File: src/rtl/r2_div_pkg.sv
// Shared definitions for the radix-2 restoring divider.
//   state_t   : FSM encoding (IDLE/CALC/FIX)
//   CNT_W     : iteration counter width, sized for the largest legal N (32)
//   DIVZERO_Q : quotient presented for a zero divisor (all ones, sliced to N)
package r2_div_pkg;
  typedef enum logic [1:0] {IDLE, CALC, FIX} state_t;

  localparam int DIV_N_MAX = 32;
  localparam int CNT_W     = $clog2(DIV_N_MAX + 1);
  localparam logic [DIV_N_MAX-1:0] DIVZERO_Q = '1;
endpackage

File: src/rtl/r2_div_step.sv
// One restoring-division iteration (combinational).
//   pr     : partial remainder (N+1 bits)
//   a_msb  : next dividend-magnitude bit shifted into PR
//   dv     : divisor magnitude
//   pr_nxt : partial remainder after trial subtract / restore
//   qbit   : quotient bit (1 when the trial difference is non-negative)
module r2_div_step #(
  parameter int N = 16
) (
  input  logic [N:0]   pr,
  input  logic         a_msb,
  input  logic [N-1:0] dv,
  output logic [N:0]   pr_nxt,
  output logic         qbit
);
  // One extra bit on top so the borrow shows up as the sign.
  logic [N+1:0] sh;
  logic [N+1:0] diff;

  assign sh     = {pr, a_msb};
  assign diff   = sh - {2'b00, dv};
  assign qbit   = ~diff[N+1];
  // PR < |V| always holds, so both candidates fit in N+1 bits.
  assign pr_nxt = qbit ? diff[N:0] : sh[N:0];
endmodule

File: src/rtl/r2_seq_divider.sv
// Iterative radix-2 restoring signed divider, one quotient bit per cycle on
// operand magnitudes followed by one sign-fixup cycle.
// Ports:
//   Clk, Rst (sync, active-high)
//   Ld      : load D/V and start; restarts from any state
//   D, V    : dividend / divisor, signed
//   Busy    : division in progress
//   Valid   : one-cycle result strobe
//   Q, Rm   : quotient (toward zero) / remainder (sign of dividend)
//   DivZero : divisor was zero for the presented result
// Optional: define APPROX_DIV_EN to stop after N-K iterations, zero the low
// K quotient bits and force Rm to 0.
module r2_seq_divider
  import r2_div_pkg::*;
#(
  parameter int N = 16,
  parameter int K = 4
) (
  input  logic         Clk,
  input  logic         Rst,
  input  logic         Ld,
  input  logic [N-1:0] D,
  input  logic [N-1:0] V,
  output logic         Busy,
  output logic         Valid,
  output logic [N-1:0] Q,
  output logic [N-1:0] Rm,
  output logic         DivZero
);
`ifdef APPROX_DIV_EN
  localparam bit APPROX = 1'b1;
`else
  localparam bit APPROX = 1'b0;
`endif
  localparam int ITERS = APPROX ? N - K : N;
  localparam int QSH   = APPROX ? K : 0;

  state_t           state;
  logic [CNT_W-1:0] cnt;
  logic [N:0]       pr;
  logic [N-1:0]     a;     // dividend magnitude, quotient bits shift in at LSB
  logic [N-1:0]     dv;
  logic             sd, sq, zf;

  logic [N:0]       pr_nxt;
  logic             qb;
  logic [N-1:0]     qmag, rmag;

  r2_div_step #(.N(N)) u_step (
    .pr     (pr),
    .a_msb  (a[N-1]),
    .dv     (dv),
    .pr_nxt (pr_nxt),
    .qbit   (qb)
  );

  // In approximate mode only the top N-K quotient bits were produced; they
  // sit in the low bits of a and move up into place with zeros below.
  assign qmag = a << QSH;
  assign rmag = APPROX ? '0 : pr[N-1:0];

  always_ff @(posedge Clk) begin
    if (Rst) begin
      state   <= IDLE;
      cnt     <= '0;
      pr      <= '0;
      a       <= '0;
      dv      <= '0;
      sd      <= 1'b0;
      sq      <= 1'b0;
      zf      <= 1'b0;
      Busy    <= 1'b0;
      Valid   <= 1'b0;
      Q       <= '0;
      Rm      <= '0;
      DivZero <= 1'b0;
    end else begin
      Valid <= 1'b0;
      if (Ld) begin
        a    <= D[N-1] ? -D : D;
        dv   <= V[N-1] ? -V : V;
        sd   <= D[N-1];
        sq   <= D[N-1] ^ V[N-1];
        pr   <= '0;
        Busy <= 1'b1;
        if (V == '0) begin
          // Zero divisor waits one cycle in FIX so its result lands two
          // cycles after Ld.
          zf    <= 1'b1;
          cnt   <= CNT_W'(1);
          state <= FIX;
        end else begin
          zf    <= 1'b0;
          cnt   <= CNT_W'(ITERS);
          state <= CALC;
        end
      end else begin
        case (state)
          CALC: begin
            pr  <= pr_nxt;
            a   <= {a[N-2:0], qb};
            cnt <= cnt - CNT_W'(1);
            if (cnt == CNT_W'(1)) state <= FIX;
          end
          FIX: begin
            if (cnt != '0) begin
              cnt <= cnt - CNT_W'(1);
            end else begin
              if (zf) begin
                Q  <= DIVZERO_Q[N-1:0];
                Rm <= sd ? -a : a;   // reconstructs D as captured
              end else begin
                Q  <= sq ? -qmag : qmag;
                Rm <= sd ? -rmag : rmag;
              end
              DivZero <= zf;
              Valid   <= 1'b1;
              Busy    <= 1'b0;
              state   <= IDLE;
            end
          end
          default: ;
        endcase
      end
    end
  end
endmodule

File: config.mk
export PLATFORM = sky130hd
export DESIGN_NAME = r2_seq_divider
export DESIGN_NICKNAME = d
export VERILOG_FILES = /design/src/rtl/r2_div_pkg.sv /design/src/rtl/r2_div_step.sv /design/src/rtl/r2_seq_divider.sv
export SDC_FILE = /design/constraint.sdc
export NUM_CORES = 1
export LEC_CHECK = 0
export CAP_MARGIN = 0
export CORE_MARGIN = 10
export CORE_UTILIZATION = 62
export DETAILED_ROUTE_END_ITERATION = 16
export PLACE_DENSITY = 0.95
export SLEW_MARGIN = 20
export SYNTH_ARGS = -nofsm -noshare
export SYNTH_HDL_FRONTEND = slang
export SYNTH_HIERARCHICAL = 1
export SYNTH_SLANG_ARGS = --single-unit
File: constraint.sdc
create_clock -name Clk -period 8.1 [get_ports Clk]
set_input_delay 0.81 -clock Clk [delete_from_list [all_inputs] [get_ports Clk]]
set_output_delay 0.81 -clock Clk [all_outputs]
set_load 0.02 [all_outputs]
### Yosys cells after proc, flatten, opt, wreduce, memory -nomap -nowiden

Cells that the tools add are included.

| cells by class | value |
|---|---|
| multiplexer cells | 24 |
| $add $sub $neg | 6 |
| reduce and logical (&&, ||, !) cells | 11 |
| eq/ne operators | 7 |
| bitwise gates (word level) | 5 |

Operators with widths:

| kind | number |
|---|---|
| $mux 16 | 9 |
| $neg 16->16 | 4 |
| $sub 18x16->18 | 1 |
| $mux 17 | 1 |
| $logic_not 16->1 | 1 |
| $mux 6 | 2 |
| $pmux 6 s2 | 1 |
| $ne 3x3->1 const B | 3 |
| $mux 2 | 4 |
| $eq 6x1->1 const B | 1 |
| $reduce_and 3->1 | 2 |
| $reduce_bool 6->1 | 1 |
| $sub 6x1->6 const B | 1 |
| $mux 1 | 5 |
| $mux 5 | 1 |
| $not 1->1 | 4 |
| $pmux 2 s2 | 1 |
| $reduce_and 2->1 | 2 |
| $reduce_bool 2->1 | 2 |
| $reduce_bool 3->1 | 1 |
| $reduce_or 3->1 | 1 |
| $eq 2x1->1 const B | 1 |
| $eq 2x2->1 const B | 1 |
| $ne 2x2->1 const B | 1 |
| 2 further kinds | 2 |

| word-level totals | value |
|---|---|
| output and inout bits | 35 |
| register bits after elaboration | 95 |
| bits of input ports | 35 |

### Longest topological paths before layout

| logic depth | value |
|---|---|
| depth in word-level cells | 4 |
| gate-level depth with buffers | 13 |
| gate-level depth less buffers | 12 |

### Hierarchy

The synthesis kept the hierarchy.

By module, submodules not included:

| module | instances | area an instance (um2) | cells each | seq. area each (um2) |
|---|---|---|---|---|
| r2_seq_divider | 1 | 5293.8 | 680 | 1901.8 |
| r2_div_step | 1 | 1146.1 | 149 | 0.0 |

### Worst setup path after synthesis

No wires, ideal clock.

| path | value |
|---|---|
| kind | reg-to-reg |
| start | register pr[9] |
| end | register pr[11] |
| stages on the path, launching flop included | 12 |
| arrival time | 2474 ps |
| library setup time | 132 ps |
| path slack | 5494 ps |
| cell sequence | dfxtp_1 > ha_1 > buf_6 > a21oi_1 > o211ai_1 > a311o_1 > nor3_4 > xnor2_4 > buf_12 > mux2_4 > nand2_1 > a21oi_1 |

| between the ends | value |
|---|---|
| word-level cells in the longest chain between the ends | 2 |

Ends and longest elaborated chain:

| item | line | source |
|---|---|---|
| from (decl) | r2_seq_divider.sv:40 | `logic [N:0] pr;` |
| from (signal assigned) | r2_seq_divider.sv:100 | `pr <= pr_nxt;` |
| $sub 18x16->18 | r2_div_step.sv:21 | `assign diff = sh - {2'b00, dv};` |
| $mux 17 | r2_div_step.sv:24 | `assign pr_nxt = qbit ? diff[N:0] : sh[N:0];` |
| via pr_nxt[11] | r2_seq_divider.sv:45 | `logic [N:0] pr_nxt;` |

The timed path passes the listed nets, and every way through them passes these cells.
A chain may end at the register's enable or synchronous reset.

### Worst setup path in the final report

| path | value |
|---|---|
| start | register pr[9] |
| end | register pr[9] |

Same word-level chain as after synthesis.

==> impl_results.md <==
* Number of standard-cell rows in the floorplan at 37
* Worst vdd rail ir drop at 0.000113 V
* Path type of the worst setup path: reg2reg
* Violation count after the first detailed-routing iteration at 804
* Clock buffer count from CTS at 9
* Final Hold Viols at 0
* Clock latency on the worst-skew pair at 0.37 ns
* Clock H-tree levels at 3
* Gr ovfl total at 0
* WHS Path Cells at 2
* Mapped Area at 6440 um2
* Mean instance size in the synthesized netlist at 7.77 um2
* Sum of net half-perimeters after detailed placement at 12.0 mm
* Die ar. at 14900 um2
* Port Buffers at 69
* Clock Pin Slew Worst Setup and Hold Paths at 0.10 ns
* Library cell occupying the most area in the post-synthesis netlist: dfxtp_1
* Commonest cells post-synth: nand2_1, dfxtp_1, a21oi_1, nor2_1, o21ai_0
* Library cells used by synthesis at 72
* Longest Clk Path Bufs at 2
* Area share of the leading cell type in the synthesized netlist at 29.5%
* Final-stage net count at 911
* Die H at 122 um
* Vias per std cell at 6.29
* RD Place Congestion at 0.940
* # Post-CTS Setup Buffers at 0
* Fin. max-slew vios at 0
* Core area at 10200 um2
* Min-Delay Path Class: reg2reg
* Clock tree root driver cell: clkbuf_8
* Minimum setup slack among reg-to-reg paths at 4.92 ns
* Number of remaining DRC errors at 0
* Worst Max-Slew Pin Slew at 0.994 ns
* Hold Crit Start: dv[9]
* Wire length per cell after detailed routing at 16.8 um
* Growth of design area from synthesis to finish at 12.2%
* Endpoint of the most critical register-to-register path: pr[9]
* Worst-case hold path end point: dv[9]
* Post-detailed-routing wire length at 16.7 mm
* Flops & latches, synth at 95
* Fin Clk Skew at 0.0120 ns
* Largest net degree at the start of global routing at 60
* R2r worst-path depth at 9
* RSZ-0062 raised after global routing: false
* Net count after synthesis at 888
* First-pass detailed-route iteration total at 6
* Initial standard-cell utilization of the core at 62.9%
* Vias after detailed routing at 6249
* Min cycle time layout at 3.18 ns
* Kind of end point of the critical path: flop
* Cells taking the most area after synthesis: dfxtp_1, nand2_1, a21oi_1, xor2_1, xnor2_1
* Mapped Cells at 829
* Via count of the first global-routing pass at 5625
* Critical path fanouts, max at 19
* Number of hold-repair buffers added at the cts stage at 0
* Period Utilization, post-route at 39.3%
* First-pass GRT wire length at 27.1 mm
* Number of enable flip-flop cells after synthesis at 0
* Most repeated cell in the gate-level netlist after synthesis: nand2_1
* Number of nets still failing antenna checks after routing at 0
* Max capacitance violation total at 0
* Endpoint required time on the critical path at 8.33 ns
* Number of top-level design ports at 70
* Die Width at 122 um
* Post-CTS resize count at 0
* Worst reg2reg path startpoint: pr[9]
* Worst Setup SP: pr[9]
* Antenna violations before repair at 0
* Ratio of total power to cell area at 152 nW/um2
* Count of final setup violators at 0
* Outcome: finished, final reports clean
* GRT Total Usage at 21.7%
* Launching element type of the critical path: flop
* Total power draw at 1.10 mW
* Number of sinks on the clock net at 95
* Proportion of layout cells with a drive suffix above 1 at 7.00%
* Primary flip-flop cell chosen by synthesis mapping: dfxtp_1
* Relative slew slack at 33.6%
* Sum of negative setup slack at 0 ns
* Static leakage power at 2.65 nW
* Post-synthesis sequential area ratio at 29.5%
* Count of synthesis-stage warnings from yosys at 6
* Worst path arrival time at 3.42 ns
* Number of inserted diodes at 0
* Share of synthesized flip-flops with an asynchronous set or reset at 0%
* Fmax at 314 MHz
* Clock tree from TritonCTS: built
how the worst max path moves through the flow:
stage / to / slack (ns) / cells after the start
4_1_cts: pr[9] / 4.96 / 9
3_5_place_dp: a[11] / 4.96 / 6
2_1_floorplan: pr[11] / 5.49 / 11
6_report: pr[9] / 4.92 / 9
3_3_place_gp: Rm[10] / 5.05 / 7
5_1_grt: pr[16] / 4.79 / 10
area by class of cell:
type	instances	area, um2
clock buffer	12	155
sequential	95	1900
inverter	32	120
timing repair buffer	75	726
fill	788	3010
multi-input combinational	639	4120
clock inverter	4	28.8
tap	136	170
flip-flops by register name, indices dropped and copies added, names as in the netlist:
register / cells
Busy: 1
DivZero: 1
Q: 16
Rm: 16
Valid: 1
a: 16
cnt: 6
dv: 16
pr: 17
sd: 1
sq: 1
state: 2
zf: 1
cells by family after synthesis:
logic type      after synthesis  synth area share (%)
simple gates                277                  20.5
compound gates              234                  23.0
buf+inv                      95                  6.51
flops                        95                  29.5
xor+xnor                     77                  10.8
mux                          27                  4.97
fa+ha+maj                    24                  4.78
worst max-delay path, stage by stage (launching register included):
cell	delay, ns
dfxtp_1	0.41
ha_1	0.48
nand3_1	0.13
or4_1	0.54
a31oi_2	0.26
nor3_4	0.08
xnor2_4	0.58
mux2_2	0.42
nand2_1	0.07
a21oi_1	0.06
layout by cell type, fill, tap and decap left out, types with 7 or more instances in the layout:
master           Yosys  final
ha_1                23     23
a21oi_1             81     81
a211oi_1            21     21
or4_1                9      9
o41ai_1             11     11
or3_1               16     16
nor3_1               7      7
nand3_1              9      9
o211ai_1             8      8
clkbuf_8             0     11
nor2_1              57     57
mux2i_1             11     11
a31oi_1              7      7
o21ai_0             50     50
nand2_1            123    123
inv_1               32     32
and3_1              10     10
mux2_2              10     10
dfxtp_1             95     95
clkdlybuf4s50_1      0     67
xor2_1              40     40
xnor2_1             36     36
o31ai_1             19     19
nand2b_1             9      8
layer usage:
layer	vias to the layer above	track usage (%)	part of all wire, %
li1	2985	-	-
met5	-	0	0
met1	2867	29.1	42
met3	58	2.96	9.0
met2	339	34.9	46
met4	0	7.97	2.6
metrics by stage:
stage | hold WS (ns) | utilization (%) | instance area [um2] | worst slack [ns] | std cells
CTS | 0.465 | 70.6 | 7230 | 4.96 | 993
finish | 0.467 | 70.6 | 7230 | 4.92 | 993
global route | 0.484 | 70.6 | 7230 | 4.79 | 993
detailed placement | 0.447 | 68.8 | 7040 | 4.96 | 977
global placement | 0.437 | 68.8 | 7040 | 5.05 | 977
floorplan | 0.425 | - | 6440 | 5.49 | 829
report_power, final:
group          switching [mW]  internal, mW
registers              0.0307         0.488
clock network           0.170         0.129
logic                   0.158         0.121
total                   0.359         0.738
No activity file was read; power rests on OpenSTA's default activity.
